File: src/rtl/pw_sequence_ctrl.sv
// pw_sequence_ctrl
// Password-entry sequencer. Rising edges on the four elongated key pulses
// become key symbols. A CODE_LEN-symbol entry is compared on the fly against
// PASSWORD without ever being stored. The controller drives unlock, fail and
// lockout status and exposes its FSM state on state_dbg.
//
// Press event: press_q is a one-cycle strobe registered from the key edges.
// It is valid for exactly one cycle and there is no back-pressure. The FSM
// consumes it only in IDLE and ENTRY. In every other state the strobe is
// dropped, not queued.
module pw_sequence_ctrl #(
    parameter int unsigned CODE_LEN    = 4,
    parameter logic [15:0] PASSWORD    = 16'h00E4,
    parameter int unsigned MAX_FAILS   = 3,
    parameter int unsigned TIMEOUT_CYC = 500_000_000,
    parameter int unsigned UNLOCK_CYC  = 300_000_000,
    parameter int unsigned LOCK_CYC    = 1_000_000_000,
    localparam int unsigned FCW = ($clog2(MAX_FAILS + 1) < 2) ? 2 : $clog2(MAX_FAILS + 1)
) (
    input  logic           clkin,
    input  logic           reset,
    input  logic           key_a,
    input  logic           key_b,
    input  logic           key_c,
    input  logic           key_d,
    output logic           unlock,
    output logic           fail,
    output logic           locked,
    output logic [3:0]     digit_cnt,
    output logic [FCW-1:0] fail_cnt,
    output logic [2:0]     state_dbg
);

    typedef enum logic [2:0] {
        S_IDLE     = 3'd0,
        S_ENTRY    = 3'd1,
        S_CHECK    = 3'd2,
        S_FAIL     = 3'd3,
        S_UNLOCKED = 3'd4,
        S_LOCKOUT  = 3'd5
    } state_t;

    // Terminal timer values: a phase lasting N cycles ends when the timer
    // has counted N-1 cycles past entry.
    localparam logic [31:0]    TO_LAST  = (TIMEOUT_CYC > 0) ? 32'(TIMEOUT_CYC - 1) : 32'd0;
    localparam logic [31:0]    UN_LAST  = (UNLOCK_CYC  > 0) ? 32'(UNLOCK_CYC  - 1) : 32'd0;
    localparam logic [31:0]    LK_LAST  = (LOCK_CYC    > 0) ? 32'(LOCK_CYC    - 1) : 32'd0;
    localparam logic [3:0]     CODE_LEN_C = 4'(CODE_LEN);
    localparam logic [FCW-1:0] MAX_F    = FCW'(MAX_FAILS);

    // ------------------------------------------------------------------
    // Key edge detection
    // ------------------------------------------------------------------
    logic [3:0] keys;
    logic [3:0] key_prev_q;
    logic [3:0] rise;
    logic       press_d, press_q;
    logic       multi_d, multi_q;
    logic [1:0] sym_d, sym_q;

    assign keys = {key_d, key_c, key_b, key_a};
    assign rise = keys & ~key_prev_q;

    // Decode this cycle's rising edges into one press, its symbol and
    // whether more than one key rose together.
    always_comb begin
        press_d = |rise;
        multi_d = (rise & (rise - 4'd1)) != 4'd0;
        sym_d   = 2'd0;
        if (rise[3]) begin
            sym_d = 2'd3;
        end else if (rise[2]) begin
            sym_d = 2'd2;
        end else if (rise[1]) begin
            sym_d = 2'd1;
        end
    end

    // Register the press strobe. The edge history follows live key levels
    // even in reset, so a key held across reset never looks like a press.
    always_ff @(posedge clkin) begin
        key_prev_q <= keys;
        if (reset) begin
            press_q <= 1'b0;
            multi_q <= 1'b0;
            sym_q   <= 2'd0;
        end else begin
            press_q <= press_d;
            multi_q <= multi_d;
            sym_q   <= sym_d;
        end
    end

    // ------------------------------------------------------------------
    // Sequencer FSM
    // ------------------------------------------------------------------
    state_t         state_q, state_d;
    logic [3:0]     digit_cnt_q, digit_cnt_d;
    logic           mismatch_q, mismatch_d;
    logic [FCW-1:0] fail_cnt_q, fail_cnt_d;
    logic [31:0]    timer_q, timer_d;
    logic [1:0]     exp_sym;
    logic           sym_bad;
    logic [FCW-1:0] fail_inc;

    // Symbol expected at the current position. An invalid multi-key press
    // is always treated as wrong.
    assign exp_sym  = PASSWORD[{digit_cnt_q[2:0], 1'b0} +: 2];
    assign sym_bad  = multi_q | (sym_q != exp_sym);
    assign fail_inc = (fail_cnt_q == MAX_F) ? fail_cnt_q : fail_cnt_q + FCW'(1);

    // Next-state, counter and timer logic.
    always_comb begin
        state_d     = state_q;
        digit_cnt_d = digit_cnt_q;
        mismatch_d  = mismatch_q;
        fail_cnt_d  = fail_cnt_q;
        timer_d     = timer_q;
        unique case (state_q)
            S_IDLE: begin
                timer_d = 32'd0;
                if (press_q) begin
                    state_d     = S_ENTRY;
                    digit_cnt_d = 4'd1;
                    mismatch_d  = sym_bad;
                end
            end
            S_ENTRY: begin
                if (digit_cnt_q >= CODE_LEN_C) begin
                    // Entry complete; any press arriving now is dropped.
                    state_d = S_CHECK;
                    timer_d = 32'd0;
                end else if (press_q) begin
                    digit_cnt_d = digit_cnt_q + 4'd1;
                    mismatch_d  = mismatch_q | sym_bad;
                    timer_d     = 32'd0;
                end else if (timer_q >= TO_LAST) begin
                    // Abandoned entry: no failure is recorded.
                    state_d     = S_IDLE;
                    digit_cnt_d = 4'd0;
                    mismatch_d  = 1'b0;
                    timer_d     = 32'd0;
                end else begin
                    timer_d = timer_q + 32'd1;
                end
            end
            S_CHECK: begin
                timer_d    = 32'd0;
                mismatch_d = 1'b0;
                if (!mismatch_q) begin
                    state_d     = S_UNLOCKED;
                    fail_cnt_d  = '0;
                    digit_cnt_d = 4'd0;
                end else begin
                    state_d = S_FAIL;
                end
            end
            S_FAIL: begin
                timer_d     = 32'd0;
                digit_cnt_d = 4'd0;
                fail_cnt_d  = fail_inc;
                if (fail_inc == MAX_F) begin
                    state_d = S_LOCKOUT;
                end else begin
                    state_d = S_IDLE;
                end
            end
            S_UNLOCKED: begin
                if (timer_q >= UN_LAST) begin
                    state_d = S_IDLE;
                    timer_d = 32'd0;
                end else begin
                    timer_d = timer_q + 32'd1;
                end
            end
            S_LOCKOUT: begin
                if (timer_q >= LK_LAST) begin
                    state_d    = S_IDLE;
                    fail_cnt_d = '0;
                    timer_d    = 32'd0;
                end else begin
                    timer_d = timer_q + 32'd1;
                end
            end
            default: begin
                state_d     = S_IDLE;
                digit_cnt_d = 4'd0;
                mismatch_d  = 1'b0;
                fail_cnt_d  = '0;
                timer_d     = 32'd0;
            end
        endcase
    end

    // State, counters and timer registers with synchronous reset.
    always_ff @(posedge clkin) begin
        if (reset) begin
            state_q     <= S_IDLE;
            digit_cnt_q <= 4'd0;
            mismatch_q  <= 1'b0;
            fail_cnt_q  <= '0;
            timer_q     <= 32'd0;
        end else begin
            state_q     <= state_d;
            digit_cnt_q <= digit_cnt_d;
            mismatch_q  <= mismatch_d;
            fail_cnt_q  <= fail_cnt_d;
            timer_q     <= timer_d;
        end
    end

    assign unlock    = (state_q == S_UNLOCKED);
    assign fail      = (state_q == S_FAIL);
    assign locked    = (state_q == S_LOCKOUT);
    assign digit_cnt = digit_cnt_q;
    assign fail_cnt  = fail_cnt_q;
    assign state_dbg = state_q;

endmodule

File: config.mk
export PLATFORM = sky130hd
export DESIGN_NAME = pw_sequence_ctrl
export DESIGN_NICKNAME = d
export VERILOG_FILES = /design/src/rtl/pw_sequence_ctrl.sv
export SDC_FILE = /design/constraint.sdc
export NUM_CORES = 1
export LEC_CHECK = 0
export CORE_MARGIN = 2
export CORE_UTILIZATION = 55
export CTS_BUF_LIST = sky130_fd_sc_hd__clkbuf_8
export DETAILED_ROUTE_END_ITERATION = 12
export MAX_ROUTING_LAYER = met4
export PLACE_DENSITY_LB_ADDON = 0.1
export SLEW_MARGIN = 20
export SYNTH_ARGS = -nofsm -noshare
export SYNTH_HDL_FRONTEND = slang
export SYNTH_SLANG_ARGS = --single-unit
File: constraint.sdc
create_clock -name clkin -period 2.55 [get_ports clkin]
set_input_delay 0.51 -clock clkin [delete_from_list [all_inputs] [get_ports clkin]]
set_output_delay 0.51 -clock clkin [all_outputs]
set_load 0.05 [all_outputs]
==> metrics <==
worst setup skew after layout=around 0.0081 ns; clock latency reported for the late side of the worst-skew pair=0.32 ns; maximum clock frequency=about 0.41 GHz; kind of end point of the critical path=flip-flop; ratio of final minimum period to clock period=between 90 and 100%; max_slew headroom=60.2%; peak supply drop=0.404 mV; largest net degree at the start of global routing=29; final setup violation count=0; Detail Route Antenna Nets=0; cell type contributing the most total cell area after synthesis=dfxtp_1; flop2flop setup slack=0.13 ns; hold bufs inserted after CTS=0; Clk Tree Root Cell=clkbuf_8; Clock transition at path regs=0.09 ns; hold violation count in the final report=0; power per standard cell area=a little over 500 nW/um^2; setup repair after global routing missed its margin=no; starting density of the core=57.4%; Total Die Area=5540 um^2; FF+latch area=1000 um^2; Top FF cell, synth=dfxtp_1; gate count after technology mapping=323; total congestion overflow=0; area used by multi-input combinational logic=1550 um^2; setup_tns=0 ns; data arrival time of the critical path=2.67 ns; share of post-route cells with drive strength above 1=10.9%; Worst Setup Path Type=flip-flop to flip-flop; combined area of all synthesized cells=~2700 um^2; sum of net half-perimeters after detailed placement=4.10 mm; slew at the pin closest to its max-slew limit=0.593 ns; mean instance size in the synthesized netlist=8.44 um^2; Die W=approximately 74 um; routed wirelength normalized by instance count=13.7 um; Cell Rows=25; Slew Limit Fails=0; number of flops mapped to enable cells by yosys=0; Post-synth ARST share=0%; Area growth, synth to finish=11.0%; leading cell types in the layout, fill and taps excluded=nor2_1 (50), dfxtp_1 (50), nand2_1 (21), nand3_1 (20), buf_4 (19); die extent in y=around 74 um; routability congestion estimate from global placement=0.889; total vias in the final route=around 2400; maximum fanout encountered on the critical timing path=28; initial antenna violation count=0; antenna diode instance count=0; number of gates resized after CTS=1; Port Buffers=17; number of nets at the end of the flow=356; Clock Sink Count=50; kind of path behind the tightest hold check=flip-flop to flip-flop; area after detailed placement=2920 um^2; status=complete, no violations; post-route minimum period=2.42 ns; synthesis-stage register bit count=50; vias per inst=approximately 5.7; filler instances=434; number of iterations in the first detailed-routing pass=4; drt first-iter violations=82; floorplan core area=4750 um^2; number of global-route vias before repair=2134; wire length of the first global-routing pass=~9.6 mm; Total Routing Usage GR=~23%; power after layout=1.54 mW; buffers from clock root to sink, at most=2; post-CTS setup buffers=0; leakage component of the power=1.02 nW; TritonCTS clock tree=yes; required time of the worst setup path=around 2.8 ns; CP startpoint kind=flip-flop; post-route cell area=3030 um^2; top cells by area, synth=dfxtp_1 (37%), nor2_1 (6.9%), xor2_1 (4.8%); io pins=18; sequential-to-total area share from yosys stat=between 30% and 40%; portion of synthesized cell area occupied by the leading cell type=a little under two fifths; number of levels the H-tree was split into=2; MaxCap Viol Count=0; Yosys cell types=55; count of synthesis-stage warnings from yosys=0; number of buffers added by the clock tree synthesis step=5; Post-route DRC=0; total wirelength of the detailed-routed design=5.69 mm
==> sequential cells by signal, indices dropped and copies added, names as in the netlist <==
name / cells
digit_cnt: 4
fail_cnt: 2
key_prev_q: 4
mismatch_q: 1
multi_q: 1
press_q: 1
state_dbg: 3
sym_q: 2
timer_q: 32
==> synth_stat cells (all sizes together) (3+ instances only) <==
master,n
a2111oi,3
a211oi,5
a21oi,10
a31oi,7
and2,4
and3,11
buf,12
clkbuf,5
dfxtp,50
inv,4
nand2,21
nand2b,9
nand3,20
nand4,9
nor2,50
nor2b,5
nor3,10
nor4,5
o21ai,9
or2b,3
or3,6
or4,3
xnor2,14
xor2,15
==> logic make-up (layout without fill, tap and decap cells) <==
group | after synthesis | in the layout | synth area share, %
mux | 1 | 1 | 0.413
fa+ha+maj | 3 | 3 | 1.28
other cells | 1 | 2 | 0.137
xor+xnor | 29 | 29 | 9.31
simple gates | 167 | 167 | 32.0
buf+inv | 21 | 46 | 7.29
compound gates | 51 | 51 | 12.8
flops | 50 | 50 | 36.7
==> routing by layer <==
layer	vias up	part of all wire, %	track usage (%)
met5	-	0	-
met4	0	0.44	6.15
met3	2	5.2	6.10
met2	50	46	36.2
met1	1118	48	29.3
li1	1199	-	-
==> per-stage QoR <==
stage                     util, %  cells  hold slack [ns]  worst slack (ns)
final                        63.7    416            0.476             0.130
after global placement       61.5    408            0.453            0.0810
after CTS                    63.5    416            0.477            0.0970
after global routing         63.7    416            0.496            0.0180
after detailed placement     61.5    408            0.449            0.0173
after floorplan                 -    324            0.426             0.354
==> cell type report <==
cell class | count | share of cell area [%]
Inverter | 4 | 0.496
Sequential cell | 50 | 33.1
Clock buffer | 5 | 2.27
Tap cell | 67 | 2.77
Timing Repair Buffer | 34 | 9.67
Clock inverter | 3 | 0.579
Multi-Input combinational cell | 253 | 51.2
==> worst max-delay path: stages (launching register included) <==
cell       delay, ns
dfxtp_1         0.34
ha_1            0.25
and3_2          0.27
a21o_1          0.18
a2111oi_1       0.60
o41ai_2         0.18
a31o_4          0.39
nor2_1          0.14
==> final timing paths <==
kind	from	endpoint	depth (start not counted)
worst max-delay path	timer_q[0]	timer_q[16]	7
worst min-delay path	timer_q[0]	timer_q[0]	1
worst max register to register	timer_q[0]	timer_q[16]	7
worst min register to register	timer_q[0]	timer_q[0]	1
==> power breakdown <==
part / internal [mW] / total [mW] / leakage (nW) / switching (mW)
clock: 0.190 / 0.463 / 0.0493 / 0.273
sequential: 0.803 / 0.836 / 0.407 / 0.0328
combinational: 0.101 / 0.240 / 0.560 / 0.139
Power figures use the tool's default switching activity.
